### config.mk
export PLATFORM = sky130hd
export DESIGN_NAME = uart_rx_fifo
export DESIGN_NICKNAME = d
export VERILOG_FILES = /design/src/rtl/uart_pkg.sv /design/src/rtl/uart_fifo_ram.sv /design/src/rtl/uart_rx_fifo.sv
export SDC_FILE = /design/constraint.sdc
export NUM_CORES = 1
export LEC_CHECK = 0
export CAP_MARGIN = 20
export CORE_UTILIZATION = 30
export CTS_BUF_LIST = sky130_fd_sc_hd__clkbuf_2 sky130_fd_sc_hd__clkbuf_4 sky130_fd_sc_hd__clkbuf_8
export DETAILED_ROUTE_END_ITERATION = 8
export DONT_BUFFER_PORTS = 1
export GPL_ROUTABILITY_DRIVEN = 0
export GPL_TIMING_DRIVEN = 0
export MAX_ROUTING_LAYER = met4
export PLACE_DENSITY = 0.55
export RECOVER_POWER = 100
export SLEW_MARGIN = 0
export SYNTH_ARGS = -nofsm -noshare
export SYNTH_HDL_FRONTEND = slang
export SYNTH_SLANG_ARGS = --single-unit
### constraint.sdc
create_clock -name clock_in -period 3.3 [get_ports clock_in]
set_input_delay 0.495 -clock clock_in [delete_from_list [all_inputs] [get_ports clock_in]]
set_output_delay 0.495 -clock clock_in [all_outputs]
set_load 0.02 [all_outputs]
### src/rtl/uart_pkg.sv
// Shared defaults and status-word layout for the UART receive FIFO.
// The packing helper keeps the status bit positions defined in one place.
package uart_pkg;

    localparam int DEFAULT_DEPTH = 8;
    localparam int DEFAULT_WIDTH = 8;

    localparam int STATUS_EMPTY     = 0;
    localparam int STATUS_FULL      = 1;
    localparam int STATUS_OVR       = 2;
    localparam int STATUS_HALF      = 3;
    localparam int STATUS_COUNT_LSB = 4;
    localparam int STATUS_COUNT_MSB = 7;

    function automatic logic [15:0] pack_status(
        input logic [3:0] cnt,
        input logic       half,
        input logic       ovr,
        input logic       full,
        input logic       empty
    );
        logic [15:0] s;
        s                                     = '0;
        s[STATUS_EMPTY]                       = empty;
        s[STATUS_FULL]                        = full;
        s[STATUS_OVR]                         = ovr;
        s[STATUS_HALF]                        = half;
        s[STATUS_COUNT_MSB:STATUS_COUNT_LSB]  = cnt;
        return s;
    endfunction

endpackage

### src/rtl/uart_fifo_ram.sv
// DEPTH x WIDTH byte store: one write port, one registered read port.
// Storage is never reset; only the read register is cleared.
module uart_fifo_ram
    import uart_pkg::*;
#(
    parameter int DEPTH = DEFAULT_DEPTH,
    parameter int WIDTH = DEFAULT_WIDTH,
    parameter int AW    = $clog2(DEPTH)
) (
    input  logic             clk,
    input  logic             rst,
    input  logic             we,
    input  logic [AW-1:0]    waddr,
    input  logic [WIDTH-1:0] wdata,
    input  logic             re,
    input  logic [AW-1:0]    raddr,
    output logic [WIDTH-1:0] rdata
);

    logic [WIDTH-1:0] mem [DEPTH];

    always_ff @(posedge clk) begin
        if (we) begin
            mem[waddr] <= wdata;
        end
    end

    // Read-before-write: a read and write to the same slot in one cycle
    // returns the old byte, which a push-while-full-and-popping relies on.
    always_ff @(posedge clk) begin
        if (rst) begin
            rdata <= '0;
        end else if (re) begin
            rdata <= mem[raddr];
        end
    end

endmodule

### src/rtl/uart_rx_fifo.sv
// Receive FIFO between a UART deserialiser and an MCU: pointers, count,
// flags and the sticky overrun live here; bytes live in uart_fifo_ram.
module uart_rx_fifo
    import uart_pkg::*;
#(
    parameter  int DEPTH = DEFAULT_DEPTH,
    parameter  int WIDTH = DEFAULT_WIDTH,
    localparam int AW    = $clog2(DEPTH),
    localparam int CW    = AW + 1
) (
    input  logic             clock_in,
    input  logic             reset,
    input  logic [WIDTH-1:0] rx_data,
    input  logic             rx_valid,
    input  logic             rd_en,
    input  logic             clr_overrun,
    output logic [WIDTH-1:0] rd_data,
    output logic             rd_valid,
    output logic             empty,
    output logic             full,
    output logic             overrun,
    output logic [CW-1:0]    count,
    output logic [15:0]      status
);

    // Strobe semantics: rx_valid offers a byte for exactly one cycle and is
    // never back-pressured (dropped when no room). rd_en requests one pop;
    // rd_valid answers one cycle later for one cycle, only if a byte existed.

    logic [AW-1:0] wr_ptr;
    logic [AW-1:0] rd_ptr;
    logic          half;
    logic          push;
    logic          pop;
    logic          ovr_set;
    logic [CW-1:0] count_next;

    always_comb begin
        push       = rx_valid && (!full || rd_en);
        pop        = rd_en && !empty;
        ovr_set    = rx_valid && full && !rd_en;
        count_next = count;
        case ({push, pop})
            2'b10:   count_next = count + CW'(1);
            2'b01:   count_next = count - CW'(1);
            default: count_next = count;
        endcase
    end

    always_ff @(posedge clock_in) begin
        if (reset) begin
            wr_ptr   <= '0;
            rd_ptr   <= '0;
            count    <= '0;
            empty    <= 1'b1;
            full     <= 1'b0;
            half     <= 1'b0;
            overrun  <= 1'b0;
            rd_valid <= 1'b0;
        end else begin
            if (push) begin
                wr_ptr <= wr_ptr + AW'(1);
            end
            if (pop) begin
                rd_ptr <= rd_ptr + AW'(1);
            end
            // Flags come from the next count so they never lag it.
            count    <= count_next;
            empty    <= (count_next == '0);
            full     <= (count_next == CW'(DEPTH));
            half     <= (count_next >= CW'(DEPTH / 2));
            overrun  <= ovr_set || (overrun && !clr_overrun);
            rd_valid <= pop;
        end
    end

    uart_fifo_ram #(
        .DEPTH (DEPTH),
        .WIDTH (WIDTH),
        .AW    (AW)
    ) u_ram (
        .clk   (clock_in),
        .rst   (reset),
        .we    (push && !reset),
        .waddr (wr_ptr),
        .wdata (rx_data),
        .re    (pop && !reset),
        .raddr (rd_ptr),
        .rdata (rd_data)
    );

    always_comb begin
        status = pack_status(4'(count), half, overrun, full, empty);
    end

endmodule

# == Yosys cells after proc, flatten, opt, wreduce, memory -nomap -nowiden ==
# Memories as Yosys holds them, arrays and structs flattened. A register that Yosys moved wholly into a read port is not among the register bits.
# Index checks and enable logic that the tools add are counted.
# W data, S select, Z words.
# op_classes
n_div,0
n_reduce_logical,15
n_mux,3
bitwise,0
mul,0
shifts,0
add_sub_neg,4
n_eq_ne,3
magnitude_cmp,1
# ops
op,count
$pmux W4 S2,1
$logic_and A1 B1 Y1,7
$add A3 B1 Y3 const B,2
$logic_not A1 Y1,5
$add A4 B1 Y4 const B,1
$eq A4 B4 Y1 const B,1
$ge A4 B3 Y1 const B,1
$logic_not A4 Y1,1
$sub A4 B1 Y4 const B,1
$eq A2 B1 Y1 const B,1
$eq A2 B2 Y1 const B,1
$logic_or A1 B1 Y1,2
$mux W1,2
# word_totals
latch_bits,0
input_bits,13
romBits,0
ramBits,64
out_inout_bits,32
regBits,15
n_memories,1
wordCells,35
# memory_table
name,depth,word_bits,rd,rd_clocked_by_memory_dff,write_ports,line_no,source
u_ram.mem,8,8,1,1,1,uart_fifo_ram.sv:20,logic [WIDTH-1:0] mem [DEPTH];

# == Depth between registers and ports, before layout ==
# depth
word_depth,6
depth_mapped,11
depth_no_buf,9

# == Modules after synthesis ==
# A second synthesis with hierarchy kept.
# unflattened
cells_unflattened,258
hier_area_um2,3691.0
# by_module_without_submodules
mod,n_inst,area_per_inst_um2,seq_area_each_um2,cells_per_inst
uart_fifo_ram,1,2812.7,2082.0,162
uart_rx_fifo,1,878.3,300.3,96

# == Least setup slack after synthesis ==
# OpenSTA, ideal clock, no wires.
# synth_path
kind,flip-flop to flip-flop
from,register empty
to,register full
path_stages_with_launch,12
setup_slack_ns,0.928
setup_ns,0.091
synth_period_minus_slack_ns,2.372
arrival_time_ns,2.280
t_required_ns,3.209
path_buffers,2
cell_sequence,dfxtp_1 -> nand2b_1 -> inv_1 -> clkbuf_1 -> ha_1 -> buf_4 -> xor2_1 -> ha_1 -> a21oi_1 -> mux2i_1 -> xnor2_1 -> nor4bb_1
# synth_via
elab_chain_len,5
word_cells_on_any_way,6
classes_between,eq/ne: 3; mux: 1; reduce/logical: 2
# synth_lines
element,line_no,source
from (decl),uart_rx_fifo.sv:19,"output logic empty,"
from (signal assigned),uart_rx_fifo.sv:69,empty <= (count_next == '0);
$logic_not A1 Y1 *,uart_rx_fifo.sv:40,pop = rd_en && !empty;
$logic_and A1 B1 Y1 *,uart_rx_fifo.sv:40,
named net pop,uart_rx_fifo.sv:34,logic pop;
$eq A2 B1 Y1 or $eq A2 B2 Y1 (tied branches),uart_rx_fifo.sv:43,"case ({push, pop})"
$pmux W4 S2 *,uart_rx_fifo.sv:43,
$eq A4 B4 Y1 *,uart_rx_fifo.sv:70,full <= (count_next == CW'(DEPTH));
to (signal assigned),uart_rx_fifo.sv:70,
to (decl),uart_rx_fifo.sv:20,"output logic full,"
# Mark *: on every way through the listed nets, which the timed path passes. The rest lies on a longest branch.
# A chain may end at the register's enable or synchronous reset.

# == Worst setup path in the final report ==
# layout_path
from,register empty
to,register half
# layout_via
elab_chain_len,5
word_cells_on_any_way,6
classes_between,order compare: 1; eq/ne: 2; mux: 1; reduce/logical: 2
# layout_lines
element,line_no,source
$logic_not A1 Y1 *,uart_rx_fifo.sv:40,
$logic_and A1 B1 Y1 *,uart_rx_fifo.sv:40,
named net pop,uart_rx_fifo.sv:34,
$eq A2 B1 Y1 or $eq A2 B2 Y1 (tied branches),uart_rx_fifo.sv:43,
$pmux W4 S2 *,uart_rx_fifo.sv:43,
$ge A4 B3 Y1 *,uart_rx_fifo.sv:71,half <= (count_next >= CW'(DEPTH / 2));
to (signal assigned),uart_rx_fifo.sv:71,
to (decl),uart_rx_fifo.sv:32,logic half;
# Marks and branches as above.

==> reports/qor.csv <==
stage,metric,value,unit
timing,tightest_slew,1.554,ns
cells_and_area,layout-drive-gt1-share,18.97,%
timing,clock.fmax,369.6,MHz
floorplan,fp.dieH,111.2,um
run_status,status,"complete, but fails checks",
worst_setup_path,worstPathMaxFanout,11,
grt,grt_pass1_vias,1870,
place,dp_hpwl,4601,um
synthesis,synth_cell_types,35,
pwr,leakage,1.287,nW
place,io_buffers,0,
timing,period_share,81.98,%
route,antenna_left,0,
worst_hold_path,whs_path_depth,0,
worst_setup_path,max_stage_delay,0.48,ns
timing,fin_skew,0.01008,ns
grt,grt_max_degree,18,
route,wire_per_inst,17.34,um
timing,fin_hold_ws,0.2245,ns
pwr,p_sw_share,29.97,%
run_status,violations,"DRC, capacitance limit, slew limit",
place,place_ws,0.6128,ns
clocking,cts_tree,done,
timing,min_period,2.705,ns
timing,max-slew-margin-rel,-4.421,%
worst_setup_path,worst-r2r-setup-slack,0.59,ns
pwr,ir_drop,0.0001706,V
timing,slew_violations,18,
clocking,clk-insertion-delay-late,0.36,ns
cells_and_area,mostFrequentLayoutCells,"edfxtp_1, nor2_1, dfxtp_1, clkbuf_1, mux4_2",
floorplan,die-area,12360,um2
grt,antenna_found_initial,0,
worst_setup_path,cp.required,3.53,ns
floorplan,io_pins,45,
worst_hold_path,hold_path_end,u_ram.mem[1][7],
worst_setup_path,crit_chain,nand2b_1 -> inv_1 -> clkbuf_1 -> ha_1 -> buf_4 -> or4b_4 -> a21oi_2 -> a2bb2oi_1 -> a21oi_1,
clocking,numCtsBuffers,9,
route,wl,6868,um
route,drc_errors,14,
cells_and_area,fillers,1143,
floorplan,initial_core_util,31.05,%
worst_hold_path,hp-class,in2reg,
pwr,p_seq_share,55.1,%
grt,overflow,0,
worst_setup_path,r2r_cells,9,
grt,grt_usage,12.21,%
route,dr.pass1.iters,7,
clocking,clk_pin_slew_worst_paths,0.10,ns
cells_and_area,fin_nets,266,
synthesis,yosys_warnings,0,
synthesis,syn-cell-area,3576,um2
synthesis,synth_seq_area_share,66.62,%
clocking,cts_setup_buffers,0,
clocking,clock_sinks,87,
run,maxCapViolCount,3,
synthesis,syn_inst,228,
worst_setup_path,critPathLaunchType,register,
pwr,p_int,1.694,mW
timing,finalSetupTns,0,ns
floorplan,row_count,39,
route,drt-initial-drc-count,72,
floorplan,fp.dieW,111.2,um
clocking,clk_path_buf_depth,2,
synthesis,synth-seq-cells,87,
pwr,comb_power_share,16.0,%
cells_and_area,final_util,34.13,%
cells_and_area,area_growth,9.902,%
synthesis,syn_avg_cell_area,15.68,um2
timing,rsz0062_at_grt,false,
worst_hold_path,hp-start,rx_data[7],
clocking,cts_root_buf,clkbuf_8,
worst_setup_path,reg2reg_from,empty,
cells_and_area,layout.cells.most_common,edfxtp_1,
route,vias,1839,
clocking,cts_hold_buffers,0,
worst_setup_path,setup.worst_path.class,reg2reg,
timing,setup_viol,0,
worst_setup_path,r2r-end,half,
worst_setup_path,crit_slowest_cell,or4b_4,
cells_and_area,n_antenna_cell,0,
route,viasPerCell,4.644,
pwr,powerDensity,615.6,nW/um2
pwr,power.switching,725.1,uW
pwr,power,2.419,mW
floorplan,core,11520,um2
grt,grt_pass1_wl,10650,um
clocking,h-tree-depth,3,
timing,setup_ws,0.5946,ns
worst_setup_path,cp-end-kind,register,
timing,finalHoldViolations,0,
pwr,power.share.clock,29.0,%
worst_setup_path,worstPathArrival,2.93,ns
clocking,cts.repair.resized,0,
-- area by class of cell --
type / count / area, um2 / area share (%)
inverter: 2 / 7.507 / 0.1910
multi-input combinational: 118 / 1022 / 26.01
tap: 143 / 178.9 / 4.553
buffer: 28 / 145.1 / 3.693
clock buffer: 9 / 123.9 / 3.152
clock inverter: 7 / 62.56 / 1.592
timing repair buffer: 2 / 7.507 / 0.1910
sequential: 87 / 2382 / 60.62
-- how the worst max path moves through the flow --
stage / startpoint / endpoint / slack [ns] / cells after the start
2_1_floorplan: empty / full / 0.93 / 11
3_3_place_gp: rd_en / u_ram.mem[0][0] / 0.03 / 3
3_5_place_dp: empty / full / 0.61 / 11
4_1_cts: empty / full / 0.59 / 11
5_1_grt: empty / half / 0.30 / 8
6_report: empty / half / 0.59 / 9
-- layer usage --
layer	part of all wire, %	global-route usage, %	up-vias
met2	46	17.63	55
met4	1.4	6.577	0
met5	0	-	-
met3	5.1	3.062	9
met1	48	15.77	897
li1	-	-	878
-- registers in the layout (all words and copies together), names as in the netlist --
signal       count
count            4
empty            1
full             1
half             1
overrun          1
rd_ptr           3
rd_valid         1
u_ram.mem       64
u_ram.rdata      8
wr_ptr           3
-- cells in the mapped netlist --
cell / count / area share (%)
nand2b_1: 3 / 0.52
nor4bb_1: 1 / 0.28
a21o_1: 1 / 0.21
nor4_1: 1 / 0.18
nor2_1: 25 / 2.6
ha_1: 5 / 1.7
a31o_1: 1 / 0.24
buf_4: 18 / 3.8
a2bb2oi_2: 1 / 0.42
mux4_2: 16 / 10
nand2_1: 7 / 0.73
a211oi_1: 9 / 1.9
nor4b_1: 1 / 0.24
and2_1: 1 / 0.18
xor2_1: 5 / 1.2
edfxtp_1: 64 / 54
a21oi_1: 5 / 0.70
or4b_4: 1 / 0.38
inv_1: 2 / 0.21
buf_2: 3 / 0.42
nand3_1: 3 / 0.42
a21oi_2: 1 / 0.24
dfxtp_1: 23 / 13
nor2b_1: 1 / 0.18
o41ai_1: 1 / 0.24
buf_6: 1 / 0.31
nor3_1: 3 / 0.42
xnor2_1: 2 / 0.49
o211ai_2: 1 / 0.35
clkbuf_1: 6 / 0.63
nor3b_1: 1 / 0.21
a21bo_2: 1 / 0.28
nand3b_1: 3 / 0.63
conb_1: 1 / 0.10
mux2i_1: 10 / 2.8
-- power groups by stage --
stage               logic, mW  clock network [mW]  registers [mW]
floorplan               0.350                   0            1.34
global placement        0.414                   0            1.36
detailed placement      0.422                   0            1.36
CTS                     0.423               0.721            1.33
global route            0.429               0.763            1.34
finish                  0.386               0.701            1.33
-- logic make-up (layout without fill, tap and decap cells) --
logic type      Yosys count  count (layout)  share of synthesized area, %
simple gates             51              51                         6.998
flops                    87              87                         66.62
buf+inv                  30              48                         5.353
compound gates           21              21                         4.583
other cells               1               8                        0.1049
mux                      26              26                         12.88
xor+xnor                  7               7                         1.715
fa+ha+maj                 5               5                         1.749
-- metrics by stage --
stage               instances  area, um2
floorplan                 235       3602
global placement          378       3781
detailed placement        380       3824
CTS                       396       4010
global route              396       3930
finish                    396       3930
-- critical path, delay by kind of cell, from the launching register on --
kind	cells	cell delay [ns]
flip-flops	1	0.39
AO/OA/AOI/OAI	3	0.61
buffers and inverters	3	0.64
AND/OR/NAND/NOR	2	0.70
adder cells (fa/ha/maj)	1	0.24
(Power assumes the default switching activity.)
